### src/rtl/ctrl_pkg.sv
// Shared encodings for the multicycle control FSM and its ALU decoder.
// Define MULTICYCLE_CONTROL_JAL_EN to build in the JAL state and jal decoding.
package ctrl_pkg;

  typedef enum logic [3:0] {
    S_FETCH,
    S_DECODE,
    S_MEMADR,
    S_MEMREAD,
    S_MEMWB,
    S_MEMWRITE,
    S_EXECR,
    S_EXECI,
    S_ALUWB,
    S_BEQ
`ifdef MULTICYCLE_CONTROL_JAL_EN
    ,S_JAL
`endif
  } state_t;

  localparam logic [6:0] OP_LW  = 7'b0000011;
  localparam logic [6:0] OP_SW  = 7'b0100011;
  localparam logic [6:0] OP_R   = 7'b0110011;
  localparam logic [6:0] OP_I   = 7'b0010011;
  localparam logic [6:0] OP_BEQ = 7'b1100011;
  localparam logic [6:0] OP_JAL = 7'b1101111;

  localparam logic [1:0] ALUOP_ADD   = 2'b00;
  localparam logic [1:0] ALUOP_SUB   = 2'b01;
  localparam logic [1:0] ALUOP_FUNCT = 2'b10;

  localparam logic [2:0] ALUC_ADD = 3'b000;
  localparam logic [2:0] ALUC_SUB = 3'b001;
  localparam logic [2:0] ALUC_AND = 3'b010;
  localparam logic [2:0] ALUC_OR  = 3'b011;
  localparam logic [2:0] ALUC_SLT = 3'b101;

  localparam logic [1:0] SRCA_PC    = 2'b00;
  localparam logic [1:0] SRCA_OLDPC = 2'b01;
  localparam logic [1:0] SRCA_RS1   = 2'b10;

  localparam logic [1:0] SRCB_RS2  = 2'b00;
  localparam logic [1:0] SRCB_IMM  = 2'b01;
  localparam logic [1:0] SRCB_FOUR = 2'b10;

  localparam logic [1:0] RES_ALUOUT = 2'b00;
  localparam logic [1:0] RES_DATA   = 2'b01;
  localparam logic [1:0] RES_ALURES = 2'b10;

  localparam logic [1:0] IMM_I = 2'b00;
  localparam logic [1:0] IMM_S = 2'b01;
  localparam logic [1:0] IMM_B = 2'b10;
  localparam logic [1:0] IMM_J = 2'b11;

endpackage

### src/rtl/alu_decoder.sv
// Maps ALUOp/funct fields to an ALUControl code and flags unsupported funct3.
module alu_decoder
  import ctrl_pkg::*;
(
  input  logic [1:0] ALUOp,
  input  logic       op5,
  input  logic [2:0] funct3,
  input  logic       funct7b5,
  output logic [2:0] ALUControl,
  output logic       funct3_illegal
);

  always_comb begin
    funct3_illegal = 1'b0;
    unique case (funct3)
      3'b000, 3'b010, 3'b110, 3'b111: funct3_illegal = 1'b0;
      default:                        funct3_illegal = 1'b1;
    endcase
  end

  always_comb begin
    ALUControl = ALUC_ADD;
    case (ALUOp)
      ALUOP_ADD: ALUControl = ALUC_ADD;
      ALUOP_SUB: ALUControl = ALUC_SUB;
      ALUOP_FUNCT: begin
        case (funct3)
          // Only R-type (op[5]=1) distinguishes sub; addi with bit30 set stays add.
          3'b000:  ALUControl = (op5 && funct7b5) ? ALUC_SUB : ALUC_ADD;
          3'b010:  ALUControl = ALUC_SLT;
          3'b110:  ALUControl = ALUC_OR;
          3'b111:  ALUControl = ALUC_AND;
          default: ALUControl = ALUC_ADD;
        endcase
      end
      default: ALUControl = ALUC_ADD;
    endcase
  end

endmodule

### src/rtl/multicycle_control.sv
// Moore control FSM for a multicycle RV32 subset datapath (lw/sw/R/I/beq[/jal]).
// Build with MULTICYCLE_CONTROL_JAL_EN to enable jal; otherwise jal decodes as illegal.
module multicycle_control
  import ctrl_pkg::*;
(
  input  logic       clk,
  input  logic       reset,
  input  logic [6:0] op,
  input  logic [2:0] funct3,
  input  logic       funct7b5,
  input  logic       zero,
  output logic       PCWrite,
  output logic       IRWrite,
  output logic       RegWrite,
  output logic       MemWrite,
  output logic       AdrSrc,
  output logic [1:0] ALUSrcA,
  output logic [1:0] ALUSrcB,
  output logic [1:0] ResultSrc,
  output logic [1:0] ImmSrc,
  output logic [2:0] ALUControl,
  output logic       illegal
);

  state_t     state_q, state_d;
  logic [1:0] alu_op;
  logic       funct3_illegal;
  logic       op_legal;
  logic       instr_illegal;
  logic       pc_write, ir_write, reg_write, mem_write;

  always_ff @(posedge clk or posedge reset) begin
    if (reset) state_q <= S_FETCH;
    else       state_q <= state_d;
  end

  always_comb begin
    op_legal = 1'b0;
    case (op)
      OP_LW, OP_SW, OP_R, OP_I, OP_BEQ: op_legal = 1'b1;
`ifdef MULTICYCLE_CONTROL_JAL_EN
      OP_JAL:                           op_legal = 1'b1;
`endif
      default:                          op_legal = 1'b0;
    endcase
  end

  // funct3 only selects an ALU op for R/I-type; other opcodes ignore it.
  assign instr_illegal = !op_legal || (((op == OP_R) || (op == OP_I)) && funct3_illegal);

  always_comb begin
    state_d = S_FETCH;
    case (state_q)
      S_FETCH: state_d = S_DECODE;
      S_DECODE: begin
        if (instr_illegal) state_d = S_FETCH;
        else begin
          case (op)
            OP_LW, OP_SW: state_d = S_MEMADR;
            OP_R:         state_d = S_EXECR;
            OP_I:         state_d = S_EXECI;
            OP_BEQ:       state_d = S_BEQ;
`ifdef MULTICYCLE_CONTROL_JAL_EN
            OP_JAL:       state_d = S_JAL;
`endif
            default:      state_d = S_FETCH;
          endcase
        end
      end
      S_MEMADR:   state_d = (op == OP_SW) ? S_MEMWRITE : S_MEMREAD;
      S_MEMREAD:  state_d = S_MEMWB;
      S_EXECR,
      S_EXECI:    state_d = S_ALUWB;
`ifdef MULTICYCLE_CONTROL_JAL_EN
      S_JAL:      state_d = S_ALUWB;
`endif
      default:    state_d = S_FETCH;
    endcase
  end

  always_comb begin
    pc_write  = 1'b0;
    ir_write  = 1'b0;
    reg_write = 1'b0;
    mem_write = 1'b0;
    AdrSrc    = 1'b0;
    ALUSrcA   = SRCA_PC;
    ALUSrcB   = SRCB_RS2;
    ResultSrc = RES_ALUOUT;
    alu_op    = ALUOP_ADD;
    case (state_q)
      S_FETCH: begin
        ir_write  = 1'b1;
        pc_write  = 1'b1;
        ALUSrcB   = SRCB_FOUR;
        ResultSrc = RES_ALURES;
      end
      S_DECODE: begin
        ALUSrcA = SRCA_OLDPC;
        ALUSrcB = SRCB_IMM;
      end
      S_MEMADR: begin
        ALUSrcA = SRCA_RS1;
        ALUSrcB = SRCB_IMM;
      end
      S_MEMREAD: AdrSrc = 1'b1;
      S_MEMWB: begin
        ResultSrc = RES_DATA;
        reg_write = 1'b1;
      end
      S_MEMWRITE: begin
        AdrSrc    = 1'b1;
        mem_write = 1'b1;
      end
      S_EXECR: begin
        ALUSrcA = SRCA_RS1;
        alu_op  = ALUOP_FUNCT;
      end
      S_EXECI: begin
        ALUSrcA = SRCA_RS1;
        ALUSrcB = SRCB_IMM;
        alu_op  = ALUOP_FUNCT;
      end
      S_ALUWB: reg_write = 1'b1;
      S_BEQ: begin
        ALUSrcA  = SRCA_RS1;
        alu_op   = ALUOP_SUB;
        pc_write = zero;
      end
`ifdef MULTICYCLE_CONTROL_JAL_EN
      S_JAL: begin
        ALUSrcA  = SRCA_OLDPC;
        ALUSrcB  = SRCB_FOUR;
        pc_write = 1'b1;
      end
`endif
      default: ;
    endcase
  end

  always_comb begin
    ImmSrc = IMM_I;
    case (op)
      OP_SW:   ImmSrc = IMM_S;
      OP_BEQ:  ImmSrc = IMM_B;
      OP_JAL:  ImmSrc = IMM_J;
      default: ImmSrc = IMM_I;
    endcase
  end

  alu_decoder u_alu_decoder (
    .ALUOp          (alu_op),
    .op5            (op[5]),
    .funct3         (funct3),
    .funct7b5       (funct7b5),
    .ALUControl     (ALUControl),
    .funct3_illegal (funct3_illegal)
  );

  // State is already FETCH during reset; only the side-effecting strobes need masking.
  assign PCWrite  = pc_write  & ~reset;
  assign IRWrite  = ir_write  & ~reset;
  assign RegWrite = reg_write & ~reset;
  assign MemWrite = mem_write & ~reset;
  assign illegal  = (state_q == S_DECODE) & instr_illegal & ~reset;

endmodule

### config.mk
export PLATFORM = sky130hd
export DESIGN_NAME = multicycle_control
export DESIGN_NICKNAME = d
export VERILOG_FILES = /design/src/rtl/ctrl_pkg.sv /design/src/rtl/alu_decoder.sv /design/src/rtl/multicycle_control.sv
export SDC_FILE = /design/constraint.sdc
export NUM_CORES = 1
export LEC_CHECK = 0
export CAP_MARGIN = 20
export CORE_AREA = 2 2 40 42
export CTS_CLUSTER_DIAMETER = 100
export CTS_CLUSTER_SIZE = 28
export DETAILED_ROUTE_END_ITERATION = 8
export DIE_AREA = 0 0 42 44
export PLACE_DENSITY = 0.81
export SKIP_CTS_REPAIR_TIMING = 1
export SLEW_MARGIN = 10
export SYNTH_ARGS = -nofsm -noshare
export SYNTH_HDL_FRONTEND = slang
export SYNTH_SLANG_ARGS = --single-unit
### constraint.sdc
create_clock -name clk -period 2.85 [get_ports clk]
set_input_delay 0.285 -clock clk [delete_from_list [all_inputs] [get_ports clk]]
set_output_delay 0.285 -clock clk [all_outputs]
set_load 0.02 [all_outputs]
# Yosys cells after proc, flatten, opt, wreduce, memory -nomap -nowiden
# Index checks and enable logic that the tools add are counted.
[classes] n_eq_ne=20 n_mux=19 bitwise_logic=7 n_reduce_logical=15
[op_table] cell="$pmux W4 S5" n=1
[op_table] cell="$eq A4 B3 Y1 const B" n=4
[op_table] cell="$pmux W2 S2" n=4
[op_table] cell="$pmux W4 S4" n=1
[op_table] cell="$eq A7 B6 Y1 const B" n=2
[op_table] cell="$eq A7 B7 Y1 const B" n=2
[op_table] cell="$pmux W3 S4" n=1
[op_table] cell="$eq A4 B2 Y1 const B" n=2
[op_table] cell="$eq A4 B4 Y1 const B" n=2
[op_table] cell="$reduce_or A2 Y1" n=4
[op_table] cell="$reduce_or A4 Y1" n=2
[op_table] cell="$eq A7 B2 Y1 const B" n=1
[op_table] cell="$eq A7 B5 Y1 const B" n=1
[op_table] cell="$mux W1" n=7
[op_table] cell="$and A1 B1 Y1" n=6
[op_table] cell="$eq A3 B3 Y1 const B" n=2
[op_table] cell="$pmux W2 S3" n=1
[op_table] cell="$pmux W3 S2" n=1
[op_table] cell="$reduce_or A5 Y1" n=1
[op_table] cell="$eq A4 B1 Y1 const B" n=1
[op_table] cell="$logic_not A4 Y1" n=1
[op_table] cell="$mux W4" n=1
[op_table] cell="$eq A3 B2 Y1 const B" n=1
[op_table] cell="$logic_not A3 Y1" n=1
[op_table] cell="other kinds (9)" n=11
[word_totals] regBits=4 in_bits=14 output_inout_bits=17

# Depth between registers and ports, before layout
[depth] word_depth=7 mapped_depth=8 depth_no_buf=7

# Modules after synthesis
# Synthesis repeated with hierarchy kept, for this count alone.
[unflattened] cells_unflattened=76 hier_area_um2=588.1
[by_module_without_submodules] module="multicycle_control" n_inst=1 cells_each=63 area_each_um2=494.2 seq_area_each_um2=100.1
[by_module_without_submodules] module="alu_decoder" n_inst=1 cells_each=13 area_each_um2=93.8 seq_area_each_um2=0.0

# Worst setup path after synthesis
# Ideal clock, no wire load.
[synth_timing] path_type="register to output" startpoint="reg state_q[0]" endpoint="out PCWrite" t_arrival_ns=1.736 required_time_ns=2.565 setup_slack_ns=0.829 path_stages_with_launch=5 cell_sequence="dfrtp_1 buf_2 nor4_1 a21oi_1 nor2_1"
[synth_between] elab_chain_cells=3 elab_cells_between_ends=4 cone_classes="eq/ne: 1; mux: 1; bitwise: 1; reduce/logical: 1"
[synth_rtl] item="from (decl)" line_no="multicycle_control.sv:25" source="state_t state_q, state_d;"
[synth_rtl] item="from (signal assigned)" line_no="multicycle_control.sv:34" source="else state_q <= state_d;"
[synth_rtl] item="$eq A4 B4 Y1 or $logic_not A4 Y1 (tied branches)" line_no="multicycle_control.sv:91" source="case (state_q)"
[synth_rtl] item="$pmux W1 S2 (*)" line_no="multicycle_control.sv:91"
[synth_rtl] item="$and A1 B1 Y1 (*)" line_no="multicycle_control.sv:161" source="assign PCWrite = pc_write & ~reset;"
[synth_rtl] item="to (decl)" line_no="multicycle_control.sv:12" source="output logic PCWrite,"
# Every way passes the cells marked *; elsewhere a longest branch is shown, timed or not.

# Worst setup path after layout
[layout_timing] startpoint="reg state_q[3]" endpoint="out ALUControl[0]"
[layout_between] elab_chain_cells=5 elab_cells_between_ends=8 cone_classes="eq/ne: 5; mux: 2; reduce/logical: 1"
[layout_rtl] item="$eq A4 B3 Y1" line_no="multicycle_control.sv:91"
[layout_rtl] item="$reduce_or A2 Y1 (no line)"
[layout_rtl] item="$pmux W2 S2 (*)" line_no="multicycle_control.sv:91"
[layout_rtl] item="$eq A2 B2 Y1 or $eq A2 B1 Y1 (tied branches)" line_no="alu_decoder.sv:23" source="case (ALUOp)"
[layout_rtl] item="$pmux W3 S2 (*)" line_no="alu_decoder.sv:23"
[layout_rtl] item="to (decl)" line_no="multicycle_control.sv:21" source="output logic [2:0] ALUControl,"
# Marked as above.

==> run_results.csv <==
group,metric,value,unit
synth,synth_top_family_by_area,"simple AND/OR/NAND/NOR gates",
setup_path,cp-start-kind,"register",
detailed_routing,drt_wl_total,1.46,mm
placement,placed_cells,116,
floorplan,core_area,1420,um2
sta,period_share,93.0,%
layout,drive_above_1_share,8.74,%
synth,syn-cell-area,547,um2
synth,yosys.area_share.simple,40.5,%
clocking,ctsRootBufferMaster,"clkbuf_4",
synth,synth-xor-area-share,4.81,%
synth,synth_fp_nets,90,
placement,port_buffers,30,
status,outcome,"complete, no violations",
floorplan,io_pins,31,
placement,routabilityCongestion,0.828,
clocking,cts_tree,"yes",
sta,finalSetupViolations,0,
global_route,grt_max_degree,13,
clocking,cts_sinks,4,
clocking,clk_path_buf_depth,2,
floorplan,rows,14,
clocking,worstSkewPairLatency,0.23,ns
global_route,grt_pass1_wl,2.48,mm
layout,largest_reg_flops,4,
detailed_routing,top_layer,"met4",
setup_path,r2r_start,"state_q[3]",
synth,synth_warnings,0,
floorplan,dieArea,1850,um2
sta,slew_headroom,71.3,%
detailed_routing,first_pass_iters,4,
detailed_routing,drt-initial-drc-count,8,
power_and_ir_drop,leakagePower,0.336,nW
global_route,antenna_found_initial,0,
detailed_routing,via_per_inst,5.44,
hold_path,hold_class,"in2async",
layout,fin_cells,119,
sta,clock_skew,0.00111,ns
synth,synth_cell_types,35,
layout,fin_area,861,um2
setup_path,cp.required,2.57,ns
synth,postSynth.asyncResetShare,100,%
synth,synth_compound_area_share,21.7,%
setup_path,crit_start,"state_q[3]",
layout,regMostFlops,"state_q",
synth,synth_ff_type,"dfrtp_1",
global_route,grt_pass1_vias,583,
synth,synthAdderAreaFrac,4.58,%
setup_path,path_class,"reg2out",
clocking,cts_made_buffers,3,
synth,muxShareOfSynthArea,0,%
detailed_routing,via_count,647,
layout,finalNetCount,121,
sta,max_freq,377,MHz
setup_path,crit_fanout,10,
layout,areaGrowthSynthToFinish,57.4,%
power_and_ir_drop,powerDensity,517,nW/um2
synth,synth_most_common_cell,"nand2_1",
floorplan,start_util,38.5,%
job,drv_cap,0,
global_route,overflow,0,
floorplan,dieHeight,44,um
clocking,clkTransAtPathRegs,0.03,ns
setup_path,cp-end-kind,"primary output",
placement,dpl-instance-area,835,um2
synth,ys_top_cells_by_area,"dfrtp_1 (18%), nand2_1 (4.8%), ha_1 (4.6%)",
floorplan,die_w,42,um
sta,worst_pin_slew,0.426,ns
synth,yosys.area.top_type,"dfrtp_1",
detailed_routing,avgRoutedWirePerCell,12.3,um
layout,antenna_cells,0,
synth,syn_inst,74,
detailed_routing,wl_met2,722,um
detailed_routing,met1_length,663,um
synth,synth-edff-count,0,
sta,hold_violations,0,
clocking,cts-htree-levels,1,
setup_path,cp.arrival,2.37,ns
detailed_routing,detail_route.drc_violations,0,
synth,syn_avg_cell_area,7.39,um2
power_and_ir_drop,ir_drop,0.238,mV
global_route,grt_usage,17.0,%
layout,reg.largest.list,"state_q: 4 flops",
placement,dp.final_hpwl,1.18,mm
synth,synth.top_cell.area_share,18.3,%
synth,seq_area_frac_synth,18.3,%
detailed_routing,antenna_left,0,
sta,finalMaxSlewViolations,0,
detailed_routing,wl_met3,62,um
sta,finalCriticalPeriod,2.65,ns
synth,synth-seq-cells,4,
synth,synthTopCellsByCount,"nand2_1 (7), inv_1 (6), nor3_1 (5)",
-- stage by stage --
step           setup TNS [ns]  total power [mW]  hold slack, ns  util [%]  setup WS (ns)
2_1_floorplan               0             0.250          0.0562         -          0.829
3_3_place_gp                0             0.375           0.651      58.8          0.453
3_5_place_dp                0             0.376           0.650      58.8          0.370
4_1_cts                     0             0.447           0.409      60.4          0.105
5_1_grt              -0.00583             0.474           0.448      60.7       -0.00583
6_report                    0             0.445           0.406      60.7          0.200
-- path summary, 6_finish.rpt --
path / to / cells past startpoint / slack (ns)
max: ALUControl[0] / 8 / 0.20
min: state_q[3] / 2 / 0.41
max reg2reg: state_q[1] / 3 / 1.44
min reg2reg: state_q[3] / 2 / 0.79
max in group asynchronous: state_q[1] / 2 / 2.26
min in group clk: state_q[3] / 2 / 0.79
-- layer usage --
| layer | track usage (%) | vias to the layer above |
|---|---|---|
| met3 | 1.25 | 2 |
| li1 | - | 326 |
| met5 | 0 | - |
| met4 | 3.87 | 0 |
| met1 | 22.1 | 292 |
| met2 | 30.9 | 27 |
-- kinds of logic after synthesis --
group	after synthesis
and+or+nand+nor	39
AOI/OAI and AO/OA	16
buffers and inverters	10
DFF	4
xor gates and xnor gates	3
adders and majority gates	2
-- worst max-delay path, cell delays in order, from the launching register on --
cell and delay, ns:
dfrtp_1 0.47, nor2b_2 0.23, nand2_1 0.12, inv_1 0.08, ha_1 0.19, nand2_1 0.08, o21ba_2 0.20, a21oi_1 0.14
clkdlybuf4s50_1 0.63
-- report_power, final --
part,total [mW],internal [mW],switching (mW)
Sequential,0.0886,0.0659,0.0227
Combinational,0.288,0.144,0.144
Clock,0.0689,0.0470,0.0219
Total,0.445,0.257,0.189
-- area by class of cell --
class                   instances  area [um2]
clock buffers                   3        22.5
inverters                       6        22.5
multi-input cells              60         394
well taps                      16        20.0
fillers                       138         558
flip-flops and latches          4         101
repair buffers                 30         300
-- placed cells by master (no fill, tap or decap), drive strengths merged, types with 2 or more instances in the layout --
cell           instances
clkdlybuf4s50         30
nand2                  7
inv                    6
nor3                   5
nand2b                 4
a21oi                  4
nor2                   4
dfrtp                  4
nand3                  3
nor4                   3
clkbuf                 3
a211oi                 2
xnor2                  2
nand3b                 2
o21ai                  2
ha                     2
nor2b                  2
or3                    2
Note: power is estimated with default switching activity, not from simulation.
